### src/rtl/axi4_regbank_pkg.sv
// axi4_regbank_pkg: burst/response encodings, FSM states and response merge for the burst register bank
package axi4_regbank_pkg;
    localparam logic [1:0] BURST_FIXED = 2'b00;
    localparam logic [1:0] BURST_INCR  = 2'b01;
    localparam logic [1:0] BURST_WRAP  = 2'b10;
    localparam logic [1:0] RESP_OKAY   = 2'b00;
    localparam logic [1:0] RESP_EXOKAY = 2'b01;
    localparam logic [1:0] RESP_SLVERR = 2'b10;
    localparam logic [1:0] RESP_DECERR = 2'b11;

    typedef enum logic [1:0] {W_IDLE, W_DATA, W_RESP} w_state_e;
    typedef enum logic {R_IDLE, R_DATA} r_state_e;

    function automatic logic [1:0] resp_max(input logic [1:0] a, input logic [1:0] b);
        return (a == RESP_DECERR || b == RESP_DECERR) ? RESP_DECERR :
               (a == RESP_SLVERR || b == RESP_SLVERR) ? RESP_SLVERR :
               (a == RESP_EXOKAY || b == RESP_EXOKAY) ? RESP_EXOKAY : RESP_OKAY;
    endfunction
endpackage

### src/rtl/axi4_burst_addr_gen.sv
// axi4_burst_addr_gen: next beat address, word index, decode and protocol-error check; WRAP gated by AXI4_REGBANK_WRAP_EN
module axi4_burst_addr_gen
    import axi4_regbank_pkg::*;
#(
    parameter int                    DATA_WIDTH = 32,
    parameter int                    ADDR_WIDTH = 32,
    parameter int                    DEPTH      = 64,
    parameter logic [ADDR_WIDTH-1:0] BASE_ADDR  = '0
) (
    input  logic [ADDR_WIDTH-1:0]    addr,
    input  logic [7:0]               len,
    input  logic [2:0]               size,
    input  logic [1:0]               burst,
    output logic [ADDR_WIDTH-1:0]    next_addr,
    output logic [$clog2(DEPTH)-1:0] idx,
    output logic                     in_range,
    output logic                     proto_err
);
    localparam int BYTES   = DATA_WIDTH / 8;
    localparam int OFF_LSB = $clog2(BYTES);
    localparam logic [ADDR_WIDTH-1:0] SPAN = ADDR_WIDTH'(DEPTH * BYTES);

    logic [ADDR_WIDTH-1:0] step, incr, wmask, off;

    // Beat stepping: WRAP keeps the upper bits of the aligned window and wraps the lower ones
    always_comb begin
        step      = ADDR_WIDTH'(1) << size;
        incr      = addr + step;
        wmask     = ((ADDR_WIDTH'(len) + ADDR_WIDTH'(1)) << size) - ADDR_WIDTH'(1);
        next_addr = (burst == BURST_FIXED) ? addr :
                    (burst == BURST_INCR)  ? incr : ((addr & ~wmask) | (incr & wmask));
        off       = addr - BASE_ADDR;
        in_range  = (addr >= BASE_ADDR) && (off < SPAN);
        idx       = $clog2(DEPTH)'(off >> OFF_LSB);
    end

`ifdef AXI4_REGBANK_WRAP_EN
    logic wrap_err;

    // Oversize beats, reserved burst type and malformed WRAP bursts are rejected
    always_comb begin
        wrap_err  = !(len == 8'd1 || len == 8'd3 || len == 8'd7 || len == 8'd15) ||
                    ((addr & (step - ADDR_WIDTH'(1))) != '0);
        proto_err = (size > 3'(OFF_LSB)) || (burst == 2'b11) || (burst == BURST_WRAP && wrap_err);
    end
`else
    // Oversize beats, reserved burst type and every WRAP burst are rejected
    always_comb begin
        proto_err = (size > 3'(OFF_LSB)) || (burst == 2'b11) || (burst == BURST_WRAP);
    end
`endif
endmodule

### src/rtl/axi4_burst_regbank.sv
// axi4_burst_regbank: AXI4 burst slave register bank with independent write/read FSMs; WRAP enabled by AXI4_REGBANK_WRAP_EN
module axi4_burst_regbank
    import axi4_regbank_pkg::*;
#(
    parameter int                    DATA_WIDTH = 32,
    parameter int                    ADDR_WIDTH = 32,
    parameter int                    ID_WIDTH   = 4,
    parameter int                    DEPTH      = 64,
    parameter logic [ADDR_WIDTH-1:0] BASE_ADDR  = '0
) (
    input  logic                    ACLK,
    input  logic                    ARESETn,
    input  logic [ID_WIDTH-1:0]     AWID,
    input  logic [ADDR_WIDTH-1:0]   AWADDR,
    input  logic [7:0]              AWLEN,
    input  logic [2:0]              AWSIZE,
    input  logic [1:0]              AWBURST,
    input  logic                    AWLOCK,
    input  logic [3:0]              AWCACHE,
    input  logic [2:0]              AWPROT,
    input  logic [3:0]              AWQOS,
    input  logic                    AWVALID,
    output logic                    AWREADY,
    input  logic [DATA_WIDTH-1:0]   WDATA,
    input  logic [DATA_WIDTH/8-1:0] WSTRB,
    input  logic                    WLAST,
    input  logic                    WVALID,
    output logic                    WREADY,
    output logic [ID_WIDTH-1:0]     BID,
    output logic [1:0]              BRESP,
    output logic                    BVALID,
    input  logic                    BREADY,
    input  logic [ID_WIDTH-1:0]     ARID,
    input  logic [ADDR_WIDTH-1:0]   ARADDR,
    input  logic [7:0]              ARLEN,
    input  logic [2:0]              ARSIZE,
    input  logic [1:0]              ARBURST,
    input  logic                    ARLOCK,
    input  logic [3:0]              ARCACHE,
    input  logic [2:0]              ARPROT,
    input  logic [3:0]              ARQOS,
    input  logic                    ARVALID,
    output logic                    ARREADY,
    output logic [ID_WIDTH-1:0]     RID,
    output logic [DATA_WIDTH-1:0]   RDATA,
    output logic [1:0]              RRESP,
    output logic                    RLAST,
    output logic                    RVALID,
    input  logic                    RREADY
);
    localparam int BYTES = DATA_WIDTH / 8;
    localparam int IW    = $clog2(DEPTH);

    logic unused_sideband;
    assign unused_sideband = &{1'b0, AWLOCK, AWCACHE, AWPROT, AWQOS, ARLOCK, ARCACHE, ARPROT, ARQOS};

    logic [DATA_WIDTH-1:0] mem_q [DEPTH];

    w_state_e              w_state_q, w_state_d;
    logic                  awready_q, awready_d, wready_q, wready_d, bvalid_q, bvalid_d;
    logic [ID_WIDTH-1:0]   bid_q, bid_d;
    logic [1:0]            bresp_q, bresp_d, w_beat_resp;
    logic [ADDR_WIDTH-1:0] waddr_q, waddr_d, w_next;
    logic [7:0]            wlen_q, wlen_d, wcnt_q, wcnt_d;
    logic [2:0]            wsize_q, wsize_d;
    logic [1:0]            wburst_q, wburst_d;
    logic [IW-1:0]         w_idx;
    logic                  w_in, w_err, w_last, we;

    r_state_e              r_state_q, r_state_d;
    logic                  arready_q, arready_d, rvalid_q, rvalid_d, rlast_q, rlast_d;
    logic [ID_WIDTH-1:0]   rid_q, rid_d;
    logic [DATA_WIDTH-1:0] rdata_q, rdata_d, r_beat_data;
    logic [1:0]            rresp_q, rresp_d, r_beat_resp;
    logic [ADDR_WIDTH-1:0] raddr_q, raddr_d, ra_addr, r_next;
    logic [7:0]            rlen_q, rlen_d, rcnt_q, rcnt_d, ra_len;
    logic [2:0]            rsize_q, rsize_d, ra_size;
    logic [1:0]            rburst_q, rburst_d, ra_burst;
    logic [IW-1:0]         r_idx;
    logic                  r_in, r_err;

    axi4_burst_addr_gen #(.DATA_WIDTH(DATA_WIDTH), .ADDR_WIDTH(ADDR_WIDTH), .DEPTH(DEPTH), .BASE_ADDR(BASE_ADDR)) u_wgen (
        .addr(waddr_q), .len(wlen_q), .size(wsize_q), .burst(wburst_q),
        .next_addr(w_next), .idx(w_idx), .in_range(w_in), .proto_err(w_err)
    );

    // The read beat presented right after AR must be decoded from the AR inputs themselves
    assign ra_addr  = (r_state_q == R_IDLE) ? ARADDR  : raddr_q;
    assign ra_len   = (r_state_q == R_IDLE) ? ARLEN   : rlen_q;
    assign ra_size  = (r_state_q == R_IDLE) ? ARSIZE  : rsize_q;
    assign ra_burst = (r_state_q == R_IDLE) ? ARBURST : rburst_q;

    axi4_burst_addr_gen #(.DATA_WIDTH(DATA_WIDTH), .ADDR_WIDTH(ADDR_WIDTH), .DEPTH(DEPTH), .BASE_ADDR(BASE_ADDR)) u_rgen (
        .addr(ra_addr), .len(ra_len), .size(ra_size), .burst(ra_burst),
        .next_addr(r_next), .idx(r_idx), .in_range(r_in), .proto_err(r_err)
    );

    // Write FSM next state: accept AW, consume exactly AWLEN+1 beats, then hold B until accepted
    always_comb begin
        w_state_d   = w_state_q;
        awready_d   = awready_q;
        wready_d    = wready_q;
        bvalid_d    = bvalid_q;
        bid_d       = bid_q;
        bresp_d     = bresp_q;
        waddr_d     = waddr_q;
        wlen_d      = wlen_q;
        wsize_d     = wsize_q;
        wburst_d    = wburst_q;
        wcnt_d      = wcnt_q;
        we          = 1'b0;
        w_last      = (wcnt_q == wlen_q);
        w_beat_resp = w_err ? RESP_SLVERR : !w_in ? RESP_DECERR : RESP_OKAY;
        if (w_state_q == W_IDLE) begin
            awready_d = 1'b1;
            if (awready_q && AWVALID) begin
                w_state_d = W_DATA;
                awready_d = 1'b0;
                wready_d  = 1'b1;
                bid_d     = AWID;
                bresp_d   = RESP_OKAY;
                waddr_d   = AWADDR;
                wlen_d    = AWLEN;
                wsize_d   = AWSIZE;
                wburst_d  = AWBURST;
                wcnt_d    = 8'd0;
            end
        end else if (w_state_q == W_DATA) begin
            if (wready_q && WVALID) begin
                we      = !w_err && w_in;
                bresp_d = resp_max(bresp_q, resp_max(w_beat_resp, (WLAST != w_last) ? RESP_SLVERR : RESP_OKAY));
                waddr_d = w_next;
                wcnt_d  = wcnt_q + 8'd1;
                if (w_last) begin
                    w_state_d = W_RESP;
                    wready_d  = 1'b0;
                    bvalid_d  = 1'b1;
                end
            end
        end else if (bvalid_q && BREADY) begin
            w_state_d = W_IDLE;
            bvalid_d  = 1'b0;
            awready_d = 1'b1;
        end
    end

    // Write FSM state and registered write-channel outputs
    always_ff @(posedge ACLK or negedge ARESETn) begin
        if (!ARESETn) begin
            w_state_q <= W_IDLE;
            awready_q <= 1'b0;
            wready_q  <= 1'b0;
            bvalid_q  <= 1'b0;
            bid_q     <= '0;
            bresp_q   <= RESP_OKAY;
            waddr_q   <= '0;
            wlen_q    <= '0;
            wsize_q   <= '0;
            wburst_q  <= '0;
            wcnt_q    <= '0;
        end else begin
            w_state_q <= w_state_d;
            awready_q <= awready_d;
            wready_q  <= wready_d;
            bvalid_q  <= bvalid_d;
            bid_q     <= bid_d;
            bresp_q   <= bresp_d;
            waddr_q   <= waddr_d;
            wlen_q    <= wlen_d;
            wsize_q   <= wsize_d;
            wburst_q  <= wburst_d;
            wcnt_q    <= wcnt_d;
        end
    end

    // Register bank with per-byte strobed writes
    always_ff @(posedge ACLK or negedge ARESETn) begin
        if (!ARESETn) begin
            for (int i = 0; i < DEPTH; i++) mem_q[i] <= '0;
        end else if (we) begin
            for (int b = 0; b < BYTES; b++) if (WSTRB[b]) mem_q[w_idx][8*b +: 8] <= WDATA[8*b +: 8];
        end
    end

    // Read FSM next state: load beat 0 on AR, then load the following beat on each R handshake
    always_comb begin
        r_state_d   = r_state_q;
        arready_d   = arready_q;
        rvalid_d    = rvalid_q;
        rlast_d     = rlast_q;
        rid_d       = rid_q;
        rdata_d     = rdata_q;
        rresp_d     = rresp_q;
        raddr_d     = raddr_q;
        rlen_d      = rlen_q;
        rsize_d     = rsize_q;
        rburst_d    = rburst_q;
        rcnt_d      = rcnt_q;
        r_beat_data = (r_err || !r_in) ? '0 : mem_q[r_idx];
        r_beat_resp = r_err ? RESP_SLVERR : !r_in ? RESP_DECERR : RESP_OKAY;
        if (r_state_q == R_IDLE) begin
            arready_d = 1'b1;
            if (arready_q && ARVALID) begin
                r_state_d = R_DATA;
                arready_d = 1'b0;
                rvalid_d  = 1'b1;
                rid_d     = ARID;
                rlen_d    = ARLEN;
                rsize_d   = ARSIZE;
                rburst_d  = ARBURST;
                raddr_d   = r_next;
                rcnt_d    = 8'd0;
                rdata_d   = r_beat_data;
                rresp_d   = r_beat_resp;
                rlast_d   = (ARLEN == 8'd0);
            end
        end else if (rvalid_q && RREADY) begin
            if (rlast_q) begin
                r_state_d = R_IDLE;
                rvalid_d  = 1'b0;
                rlast_d   = 1'b0;
                arready_d = 1'b1;
            end else begin
                raddr_d = r_next;
                rcnt_d  = rcnt_q + 8'd1;
                rdata_d = r_beat_data;
                rresp_d = r_beat_resp;
                rlast_d = ((rcnt_q + 8'd1) == rlen_q);
            end
        end
    end

    // Read FSM state and registered read-channel outputs
    always_ff @(posedge ACLK or negedge ARESETn) begin
        if (!ARESETn) begin
            r_state_q <= R_IDLE;
            arready_q <= 1'b0;
            rvalid_q  <= 1'b0;
            rlast_q   <= 1'b0;
            rid_q     <= '0;
            rdata_q   <= '0;
            rresp_q   <= RESP_OKAY;
            raddr_q   <= '0;
            rlen_q    <= '0;
            rsize_q   <= '0;
            rburst_q  <= '0;
            rcnt_q    <= '0;
        end else begin
            r_state_q <= r_state_d;
            arready_q <= arready_d;
            rvalid_q  <= rvalid_d;
            rlast_q   <= rlast_d;
            rid_q     <= rid_d;
            rdata_q   <= rdata_d;
            rresp_q   <= rresp_d;
            raddr_q   <= raddr_d;
            rlen_q    <= rlen_d;
            rsize_q   <= rsize_d;
            rburst_q  <= rburst_d;
            rcnt_q    <= rcnt_d;
        end
    end

    assign AWREADY = awready_q;
    assign WREADY  = wready_q;
    assign BVALID  = bvalid_q;
    assign BID     = bid_q;
    assign BRESP   = bresp_q;
    assign ARREADY = arready_q;
    assign RVALID  = rvalid_q;
    assign RLAST   = rlast_q;
    assign RID     = rid_q;
    assign RDATA   = rdata_q;
    assign RRESP   = rresp_q;
endmodule
### config.mk
export PLATFORM = sky130hd
export DESIGN_NAME = axi4_burst_regbank
export DESIGN_NICKNAME = d
export VERILOG_FILES = /design/src/rtl/axi4_regbank_pkg.sv /design/src/rtl/axi4_burst_addr_gen.sv /design/src/rtl/axi4_burst_regbank.sv
export SDC_FILE = /design/constraint.sdc
export NUM_CORES = 2
export LEC_CHECK = 0
export CELL_PAD_IN_SITES_DETAIL_PLACEMENT = 1
export CELL_PAD_IN_SITES_GLOBAL_PLACEMENT = 2
export CORE_AREA = 2 2 493 495
export CTS_BUF_LIST = sky130_fd_sc_hd__clkbuf_16
export DETAILED_ROUTE_END_ITERATION = 8
export DIE_AREA = 0 0 495 497
export PLACE_DENSITY = 0.86
export SLEW_MARGIN = 20
export SYNTH_ARGS = -nofsm -noshare
export SYNTH_HDL_FRONTEND = slang
export SYNTH_HIERARCHICAL = 1
export SYNTH_SLANG_ARGS = --single-unit
### constraint.sdc
create_clock -name ACLK -period 12.8 [get_ports ACLK]
set_input_delay 2.56 -clock ACLK [delete_from_list [all_inputs] [get_ports ACLK]]
set_output_delay 2.56 -clock ACLK [all_outputs]
set_load 0.01 [all_outputs]
# After elaboration in Yosys (flattened, before gate mapping)
# Index checks and enable logic that the tools add are counted.
# totals
register_bits	2207
elab_cells	305
# op_classes
addsub	8
order_cmp	9
eq_ne	32
shifts	4
mux	108
bitwise_logic	12
reduce_logical	45
# ops
op	count
2048-bit 2-to-1 mux	7
2048-bit bitwise mux	4
32-bit demux with 6-bit select	4
32-bit 2-to-1 mux	21
32-bit binary-select mux with 6-bit select	1
32-bit AND	4
8-bit 2-to-1 mux	10
32-bit adder	2
32-bit by 1-bit >= comparator with 1-bit output (second input constant)	2
32-bit by 9-bit < comparator with 1-bit output (second input constant)	2
32-bit inverter	2
32-bit bitwise OR	2
1-bit by 3-bit << shifter with 32-bit output (first input constant)	2
32-bit by 3-bit << shifter with 32-bit output	2
32-bit by 1-bit subtractor with 32-bit output (second input constant)	2
2-bit 2-to-1 mux	24
1-bit 2-to-1 mux	34
2-bit equality test (second input constant)	12
24-bit 2-to-1 mux	1
8-bit by 1-bit adder with 9-bit output (second input constant)	2
8-bit by 1-bit adder with 8-bit output (second input constant)	2
8-bit equality test	2
16-bit 2-to-1 mux	1
4-bit AND reduction	4
21 further kinds	69

# Logic depth before layout (Yosys ltp)
# logic_depth
depth_word	17
depth_mapped	21
ltp_nobuf	16

# Hierarchy
# The synthesis kept the hierarchy.
# modules_own_cells
mod	n_inst	cells_each	area_each_um2	seq_area_each_um2
axi4_burst_regbank	1	7012	102886.2	55228.0
axi4_burst_addr_gen (u_wgen)	1	355	2517.4	0.0
axi4_burst_addr_gen (u_rgen)	1	369	2481.1	0.0

# Worst setup path after synthesis
# No wires, ideal clock.
# synth_path
path_type	in2reg
from	in ARSIZE[0]
to	reg raddr_q[26]
setup_ns	0.117
arrival_time_ns	5.765
slack_ns	6.918
stages	18
path_buffers	2
cell_sequence	mux2_2 > buf_2 > buf_1 > nor3_1 > ha_1 > inv_1 > fa_1 > nor2b_1 > o21ai_0 > a21boi_0 > o22ai_1 > nor3_1 > nand2_1 > o41ai_4 > nand3_1 > xnor2_1 > nand2_1 > nand2_1
# synth_via
elab_chain_len	11
word_cells_on_any_way	15
# synth_lines
element	line_no	text
from (decl)	axi4_burst_regbank.sv:36	input logic [2:0] ARSIZE,
3-bit 2-to-1 mux (*)	axi4_burst_regbank.sv:90	assign ra_size = (r_state_q == R_IDLE) ? ARSIZE : rsize_q;
32-bit by 3-bit << shifter with 32-bit output	axi4_burst_addr_gen.sv:29	wmask = ((ADDR_WIDTH'(len) + ADDR_WIDTH'(1)) << size) - ADDR_WIDTH'(1);
32-bit by 1-bit subtractor with 32-bit output	axi4_burst_addr_gen.sv:29	
32-bit inverter	axi4_burst_addr_gen.sv:31	(burst == BURST_INCR) ? incr : ((addr & ~wmask) | (incr & wmask));
32-bit AND	axi4_burst_addr_gen.sv:31	
32-bit bitwise OR	axi4_burst_addr_gen.sv:31	
32-bit 2-to-1 mux (*)	axi4_burst_addr_gen.sv:31	
32-bit 2-to-1 mux (*)	axi4_burst_addr_gen.sv:30	next_addr = (burst == BURST_FIXED) ? addr :
net r_next[26]	axi4_burst_regbank.sv:75	logic [ADDR_WIDTH-1:0] raddr_q, raddr_d, ra_addr, r_next;
32-bit 2-to-1 mux	axi4_burst_regbank.sv:218	if (rlast_q) begin
32-bit 2-to-1 mux	axi4_burst_regbank.sv:217	end else if (rvalid_q && RREADY) begin
32-bit 2-to-1 mux (*)	axi4_burst_regbank.sv:201	if (r_state_q == R_IDLE) begin
to (signal assigned)	axi4_burst_regbank.sv:256	raddr_q <= raddr_d;
to (decl)	axi4_burst_regbank.sv:75	
# The timed path passes the listed nets; every way through them passes the cells marked *. The select of a mux whose other input is x is not followed.
# A chain may end at the register's enable or synchronous reset.

# Worst setup path in the final report
# layout_path
from	in ARADDR[4]
to	reg rdata_q[9], in the netlist RDATA[9]
# layout_via
elab_chain_len	9
word_cells_on_any_way	15
# layout_lines
element	line_no	text
from (decl)	axi4_burst_regbank.sv:34	input logic [ADDR_WIDTH-1:0] ARADDR,
32-bit 2-to-1 mux (*)	axi4_burst_regbank.sv:88	assign ra_addr = (r_state_q == R_IDLE) ? ARADDR : raddr_q;
net ra_addr[4]	axi4_burst_regbank.sv:75	
32-bit by 1-bit >= comparator with 1-bit output, or another cell as far along	axi4_burst_addr_gen.sv:33	in_range = (addr >= BASE_ADDR) && (off < SPAN);
1-bit logical AND or 32-bit binary-select mux with 6-bit select (tied branches)	axi4_burst_addr_gen.sv:33, axi4_burst_regbank.sv:199	
1-bit logical NOT or 32-bit 2-to-1 mux (tied branches)	n/a	
1-bit logical OR or 32-bit 2-to-1 mux (tied branches)	axi4_burst_regbank.sv:199	r_beat_data = (r_err || !r_in) ? '0 : mem_q[r_idx];
32-bit 2-to-1 mux (*)	axi4_burst_regbank.sv:199	
32-bit 2-to-1 mux	axi4_burst_regbank.sv:218	
32-bit 2-to-1 mux	axi4_burst_regbank.sv:217	
32-bit 2-to-1 mux (*)	axi4_burst_regbank.sv:201	
to (signal assigned)	axi4_burst_regbank.sv:254	rdata_q <= rdata_d;
to (decl)	axi4_burst_regbank.sv:73	logic [DATA_WIDTH-1:0] rdata_q, rdata_d, r_beat_data;
# Marks and branches as above.

==> results.cfg <==
[timing]
slew_headroom_pct = 15.2
worstMarginPinSlew_ps = 1270
finalSetupTns_ps = 0
rsz0062_at_grt = no
fin_skew_ps = 31.2
fmax_mhz = 147
fin_crit_sh_pct = 53.3
hold_viol = 0
period_minus_slack_ps = 6820
setup_violations = 0
drv_slew = 0

[logic_synthesis]
async_reset_ff_share_pct = 100
ys_seq_area_share_pct = 51.2
synth_seq_cells = 2207
syn_nets = 7928
synth_area_um2 = 108000
synthSimpleGateAreaFrac_pct = 6.19
synth_top_flop_cell = dfrtp_1
synth_mux_area_share_pct = 33.6
ys.warnings.count = 6
yosys.area_share.xor_xnor_pct = 0.935
synthAdderAreaFrac_pct = 0.315
avgSynthCellArea_um2 = 13.9
synth_top_family_by_area = multiplexers
postSynthCellCount = 7736
synth-compound-area-share_pct = 4.98
synth_edf_count = 0
ys_types = 108

[floorplan]
die_h_um = 497
start_util_pct = 44.9
num_rows = 180
core_area_um2 = 240000
pin_count = 216
dieWidth_um = 495
die_area_um2 = 246000

[power]
switchingPower_mw = 7.52
p_seq_share_pct = 36.1
total_power_mw = 20.6
switching_share_pct = 36.6
p_clk_share_pct = 31.8
intPower_mw = 13.0
p_comb_share_pct = 32.1
p_per_area_nw_per_um2 = 172
peakVddDrop_mv = 0.205
power_leakage_nw = 59.1

[global_routing]
grt_pass1_vias = 74100
grt_max_degree = 193
grt_util_all_layers_pct = 26.7
grt_first_pass_wirelength_um = 496000
overflow = 0
antenna_found_initial = 7

[drt]
dr.pass1.iters = 6
via_count = 67100
routed_wl_um = 328000
drc = 0
viasPerCell = 6.05
initialDrtViolationCount = 5028
wl_per_cell_um = 29.6
ant_nets = 0

[placement]
placed_cells = 10700
place_congestion = 0.842
io_buffers = 191
dp_hpwl_um = 207000

[setup_path]
crit_type = input port to flop
worst-endpoint-arrival_ps = 7600
cp-start-kind = input port
required_ps = 13580
critPathCaptureType = flop
cp_max_fo = 88

[cts]
clk_pin_slew_ps = 60
ctsHoldBuffers = 0
worstSkewPairLatency_ps = 910
root_buffer = clkbuf_16
numCtsBuffers = 229
cts_tree = built
cts_setup_buffers = 0
htreeDepth = 4
clockBufferDepth = 3
ctsResizeCount = 0
numClockSinks = 2207

[min_path]
hp-class = flop to flop

[final_layout]
drive_above_1_share_pct = 36.3
synthToLayoutAreaGrowth_pct = 10.7
final_nets = 7913
final_common_cell = dfrtp_1
final_cell_mix = dfrtp_1, mux2_2, mux2i_1
n_fill_cell = 23500
stdcell_count = 11100

[status]
status = completed

[job]
maxCapViolations = 0
## cell usage after synthesis, drive strengths merged, types with 17 or more instances
library cell  number  area (um2)
nor4              49         343
a21oi            186         938
xnor2             71         641
and2              17         106
a22oi            261        1960
mux2            2159       24300
ha                24         300
xor2              42         368
and3              23         149
o21ai            100         504
a31oi             23         144
mux2i            555        5560
clkbuf           300        1130
nor2b             33         209
nor2             298        2730
a211oi            28         255
dfrtp           2207       55200
nand4             21         131
inv               29         109
buf              266        1760
nand2b            19         119
a22o              21         184
nand2            414        1870
mux4             284        6400
nor3              25         130
nand3             58         318
o211ai            26         200
## flip-flops by register name, summed over array words and instances (netlist names), 8 cells and up
register,cells
wlen_q,8
RDATA,32
waddr_q,32
raddr_q,32
rcnt_q,8
rlen_q,8
mem_q,2048
wcnt_q,8
## through the flow
stage	worst slack (ps)	hold slack (ps)	util, %	area [um2]
floorplan	6920	433	-	108000
global placement	5210	446	46.7	112000
detailed placement	5250	454	46.7	112000
CTS	6140	467	49.7	119000
global route	6010	499	49.8	119000
finish	5980	461	49.8	119000
## area by class of cell
| type | instances | area (um2) | area share [%] |
|---|---|---|---|
| diodes | 3 | 7.51 | 0.00628 |
| clock buffers | 235 | 5880 | 4.92 |
| clock inverters | 193 | 1390 | 1.16 |
| inverters | 31 | 116 | 0.0974 |
| multi-input cells | 4932 | 49800 | 41.7 |
| flip-flops and latches | 2207 | 55200 | 46.2 |
| well taps | 3185 | 3990 | 3.34 |
| repair buffers | 320 | 3000 | 2.51 |
## routing by layer
layer	up-vias	part of all wire (%)	GRT usage [%]
li1	28400	-	-
met1	36400	42	35.1
met2	1754	47	42.8
met3	608	5.5	4.70
met4	6	5.2	12.4
met5	-	0.012	0
## critical path, stage by stage
cell             delay [ps]
clkdlybuf4s50_1         550
mux2_8                  610
buf_4                   880
nor2b_4                 860
buf_12                  530
a22o_1                  250
nor3_1                   50
a31oi_1                 320
o211ai_1                330
a32o_1                  360
## final timing paths
path                        startpoint     endpoint  slack (ps)  cells after the start
max in group asynchronous      ARESETn  mem_q[1067]        8510                      3
setup reg to reg             r_state_q     RDATA[9]        7120                     10
setup / recovery             ARADDR[4]     RDATA[9]        5980                     10
hold / removal             raddr_q[11]  raddr_q[11]         460                      2
min in group asynchronous      ARESETn   mem_q[884]        1590                      1
hold reg to reg            raddr_q[11]  raddr_q[11]         460                      2
## power by group through the flow
stage | clock (mW) | sequential, mW | combinational [mW]
2_1_floorplan | 0 | 7.41 | 4.51
4_1_cts | 6.64 | 7.42 | 6.56
6_report | 6.53 | 7.42 | 6.60
5_1_grt | 6.91 | 7.44 | 6.98
3_5_place_dp | 0 | 7.54 | 6.53
3_3_place_gp | 0 | 7.53 | 6.45
## cells by family after synthesis
| family | count (synthesis) |
|---|---|
| AOI/OAI and AO/OA | 770 |
| and+or+nand+nor | 1025 |
| adders and majority gates | 26 |
| buffers and inverters | 597 |
| DFF | 2207 |
| muxes | 2998 |
| xor gates and xnor gates | 113 |
(Power assumes the default switching activity.)
